File: config.mk
export PLATFORM = sky130hd
export DESIGN_NAME = adder_pipe
export DESIGN_NICKNAME = d
export VERILOG_FILES = /design/src/rtl/adder_pipe.sv
export SDC_FILE = /design/constraint.sdc
export NUM_CORES = 1
export LEC_CHECK = 0
export ABC_CLOCK_PERIOD_IN_PS = 4400
export BUFFER_PORTS_ARGS = -buffer_cell sky130_fd_sc_hd__buf_2
export CAP_MARGIN = 20
export CORE_MARGIN = 2
export CORE_UTILIZATION = 45
export DETAILED_ROUTE_END_ITERATION = 10
export GPL_TIMING_DRIVEN = 0
export PLACE_DENSITY = 0.62
export SYNTH_ARGS = -nofsm -noshare
export SYNTH_HDL_FRONTEND = slang
export SYNTH_SLANG_ARGS = --single-unit
File: constraint.sdc
create_clock -name clk -period 4.4 [get_ports clk]
set_input_delay 0.88 -clock clk [delete_from_list [all_inputs] [get_ports clk]]
set_output_delay 0.88 -clock clk [all_outputs]
set_load 0.005 [all_outputs]
File: src/rtl/adder_pipe.sv
// Pipelined WIDTH-bit adder/subtractor: the carry chain is cut into SEG-bit
// segments, one segment resolved per stage, with a global valid/ready stall.
module adder_pipe #(
    parameter int WIDTH = 32,
    parameter int SEG   = 8
) (
    input  logic             clk,
    input  logic             rst,
    input  logic             in_valid,
    output logic             in_ready,
    input  logic [WIDTH-1:0] a,
    input  logic [WIDTH-1:0] b,
    input  logic             sub,
    input  logic             carry_in,
    output logic             out_valid,
    input  logic             out_ready,
    output logic [WIDTH-1:0] sum,
    output logic             carry_out,
    output logic             overflow,
    output logic             zero
);

    localparam int STAGES = WIDTH / SEG;
    localparam int LAST   = STAGES - 1;

    // Operands ride along so later segments can be computed; sum holds the
    // bits resolved so far, carry is the carry into the next segment.
    typedef struct packed {
        logic [WIDTH-1:0] a;
        logic [WIDTH-1:0] b;
        logic [WIDTH-1:0] sum;
        logic             carry;
    } stage_t;

    stage_t            stage_r     [STAGES];
    stage_t            src_s       [STAGES];
    stage_t            nxt_s       [STAGES];
    logic [SEG:0]      seg_res_s   [STAGES];
    logic [STAGES-1:0] valid_r;
    logic [STAGES-1:0] src_valid_s;
    logic              en_s;
    logic              ovf_r;
    logic              zero_r;
    logic              last_ovf_s;
    logic              last_zero_s;

    assign en_s = !valid_r[LAST] || out_ready;

    // Select each stage's source: ports for stage 0, previous stage otherwise.
    always_comb begin
        src_s[0].a       = a;
        src_s[0].b       = sub ? ~b : b;
        src_s[0].sum     = {WIDTH{1'b0}};
        src_s[0].carry   = carry_in;
        src_valid_s[0]   = in_valid;
        for (int i = 1; i < STAGES; i++) begin
            src_s[i]       = stage_r[i-1];
            src_valid_s[i] = valid_r[i-1];
        end
    end

    // Resolve segment i in stage i from the incoming carry.
    always_comb begin
        for (int i = 0; i < STAGES; i++) begin
            seg_res_s[i] = {1'b0, src_s[i].a[i*SEG +: SEG]}
                         + {1'b0, src_s[i].b[i*SEG +: SEG]}
                         + {{SEG{1'b0}}, src_s[i].carry};
            nxt_s[i]                    = src_s[i];
            nxt_s[i].sum[i*SEG +: SEG]  = seg_res_s[i][SEG-1:0];
            nxt_s[i].carry              = seg_res_s[i][SEG];
        end
    end

    // Flags for the final stage, registered alongside the completed sum.
    always_comb begin
        last_ovf_s  = (nxt_s[LAST].a[WIDTH-1] == nxt_s[LAST].b[WIDTH-1])
                   && (nxt_s[LAST].sum[WIDTH-1] != nxt_s[LAST].a[WIDTH-1]);
        last_zero_s = (nxt_s[LAST].sum == {WIDTH{1'b0}});
    end

    // Pipeline advance: all stages shift together; data only captured when valid.
    always_ff @(posedge clk) begin
        if (rst) begin
            valid_r <= {STAGES{1'b0}};
            for (int i = 0; i < STAGES; i++) begin
                stage_r[i] <= {$bits(stage_t){1'b0}};
            end
            ovf_r  <= 1'b0;
            zero_r <= 1'b0;
        end else if (en_s) begin
            valid_r <= src_valid_s;
            for (int i = 0; i < STAGES; i++) begin
                if (src_valid_s[i]) begin
                    stage_r[i] <= nxt_s[i];
                end
            end
            if (src_valid_s[LAST]) begin
                ovf_r  <= last_ovf_s;
                zero_r <= last_zero_s;
            end
        end
    end

    assign in_ready  = en_s;
    assign out_valid = valid_r[LAST];
    assign sum       = stage_r[LAST].sum;
    assign carry_out = stage_r[LAST].carry;
    assign overflow  = ovf_r;
    assign zero      = zero_r;

endmodule

==> reports/metrics.csv <==
metric,value,unit
rsz0062_at_grt,false,
regArea,5525,um2
fin_crit_sh,73.09,%
status,finished clean,
fin_crit,3.216,ns
fp.dieW,140.5,um
worst_pin_slew,0.9481,ns
portBuffers,103,
ctsHoldBuffers,0,
num_io_pins,107,
final_nets,855,
pre_cts_ws,0.7216,ns
wl,15.03,mm
fin_hold_ws,0.4668,ns
power.density,390.6,nW/um2
antenna_found_initial,0,
synth-seq-cells,186,
fin_skew,0.006790,ns
yosys-top-cells-area,"edfxtp_1 (64%), and3_1 (9.5%), ha_1 (4.2%)",
start_kind,primary input,
drive_gt1_share,19.29,%
antenna_cells,0,
antenna_left,0,
dp_hpwl,11.41,mm
synth_fp_nets,730,
synth.avg_cell_area,13.44,um2
grt_start_max_net_pins,42,
slew-limit-headroom,36.80,%
num_vias,4906,
drv_cap,0,
worst_skew_pair.late_latency,0.43,ns
ctsResizeCount,0,
final-hold-violation-count,0,
post-route-util,53.85,%
gr-total-overflow,0,
synthToLayoutAreaGrowth,16.55,%
critical_path.max_fanout,10,
ir_worst_vdd,0.2929,mV
critPathRequiredTime,4.58,ns
drt_iter0_drc,280,
path_class,primary input to flop,
yosys.area.top_type_share,64.47,%
setup_violations,0,
p_leak,0.004314,uW
initial_utilization,46.20,%
synth-seq-area-share,65.90,%
cts_sinks,186,
cp-end-kind,flop,
ff2ff_setup_slack,1.94,ns
fill_cells,1554,
synth_area,8384,um2
rows,49,
wire_per_inst,15.16,um
die_area,19740,um2
ys_types,37,
grt_use_total,15.80,%
clockRootBuffer,clkbuf_16,
grt_pass1_vias,4807,
drv_slew,0,
cp.arrival,3.40,ns
die_h,140.5,um
tns,0,ns
coreArea,18150,um2
worst_hold_path_type,flop to flop,
cts_setup_buffers,0,
h-tree-depth,4,
synthCells,624,
cts_tree,built,
cts-buffers-inserted,17,
cts_buffer_depth,2,
postLayoutSetupSlackWorst,1.184,ns
route.detailed.drc,0,
routabilityCongestion,0.7773,
multi_input_area,2658,um2
path_clk_slew,0.06,ns
synth_area_leader_cell,edfxtp_1,
fmax,311.0,MHz
viasPerCell,4.951,
dr.pass1.iters,4,
grt_pass1_wl,24.14,mm
yosys_warnings,0,
final cells by class:
type | instances | share of cell area [%]
Timing Repair Buffer | 106 | 5.967
Sequential cell | 186 | 56.54
Clock buffer | 19 | 4.430
Clock inverter | 13 | 0.7939
Buffer | 37 | 1.485
Multi-Input combinational cell | 384 | 27.20
Tap cell | 229 | 2.932
Inverter | 17 | 0.6530
state kept, by name, indices dropped and copies added (netlist names):
name,cells
stage_r,180
zero,1
overflow,1
valid_r,4
worst max-delay path: stages:
cell and delay (ns):
clkbuf_1 0.26, buf_2 0.34, xnor2_1 0.17, fa_1 0.21, inv_2 0.05, fa_1 0.39, a21o_1 0.19, a21oi_1 0.17
nor2b_1 0.08, o21a_1 0.18, or3_1 0.30, and3_1 0.17
metrics by stage:
| stage | total power (uW) | instance area [um2] | cells |
|---|---|---|---|
| global placement | 2517 | 9186 | 956 |
| CTS | 3852 | 9744 | 990 |
| global route | 3979 | 9772 | 991 |
| finish | 3816 | 9772 | 991 |
| floorplan | 2388 | 8384 | 624 |
| detailed placement | 2529 | 9234 | 958 |
synthesized netlist by cell type:
library cell,n
o21a_1,4
o31a_1,1
and3_1,127
o21bai_2,1
xnor2_1,34
a21oi_1,17
ha_1,28
nor2b_1,7
buf_2,5
fa_1,8
o21ai_0,7
a21o_1,9
clkbuf_1,32
or3_1,7
mux2i_1,3
xor2_1,13
nor3_1,7
nor4b_1,1
nor4_1,6
and2_1,8
a31oi_1,3
inv_2,3
o21bai_1,1
nand4_1,2
nand3_1,1
edfxtp_1,180
inv_1,14
dfxtp_1,6
a2111oi_2,1
a211oi_2,1
and4_1,1
nand2b_1,7
o21ai_1,6
o31ai_1,1
nor2_1,54
nand2_1,15
a311oi_1,3
layout by cell type (no fill, tap or decap), types with 4 or more instances in the layout:
cell	instances
edfxtp_1	180
and3_1	127
buf_2	108
nor2_1	54
clkbuf_1	34
xnor2_1	34
ha_1	28
a21oi_1	17
clkbuf_16	17
nand2_1	15
inv_1	14
xor2_1	13
a21o_1	9
and2_1	8
fa_1	8
nor2b_1	7
o21ai_0	7
nor3_1	7
or3_1	7
o21ai_1	6
nor4_1	6
dfxtp_1	6
clkinv_2	5
nand2b_1	4
o21a_1	4
cells by family after synthesis:
kind of cell             share of synthesized area (%)
AND/OR/NAND/NOR                                  16.01
AO/OA/AOI/OAI                                    4.238
multiplexers                                    0.3582
flip-flops                                       65.90
XOR/XNOR                                         4.910
buffers and inverters                            2.492
adder cells (fa/ha/maj)                          6.089
metal layers:
layer,part of all wire (%),vias up,track usage (%)
li1,-,2536,-
met1,49,2224,22.42
met5,0,-,0
met4,1.9,0,6.421
met3,5.0,21,3.761
met2,44,125,23.63
report_power, final:
part           internal (uW)  switching [uW]  leakage [uW]
registers               2060            35.4       0.00197
clock network            713             611      0.000250
logic                    169             224       0.00209
final timing paths:
path,startpoint,end,depth (start not counted)
worst max-delay path,sub,stage_r[0][7],12
worst min-delay path,overflow,overflow,2
worst max register to register,stage_r[0][0],stage_r[1][15],10
worst min register to register,overflow,overflow,2
(Power assumes the default switching activity.)
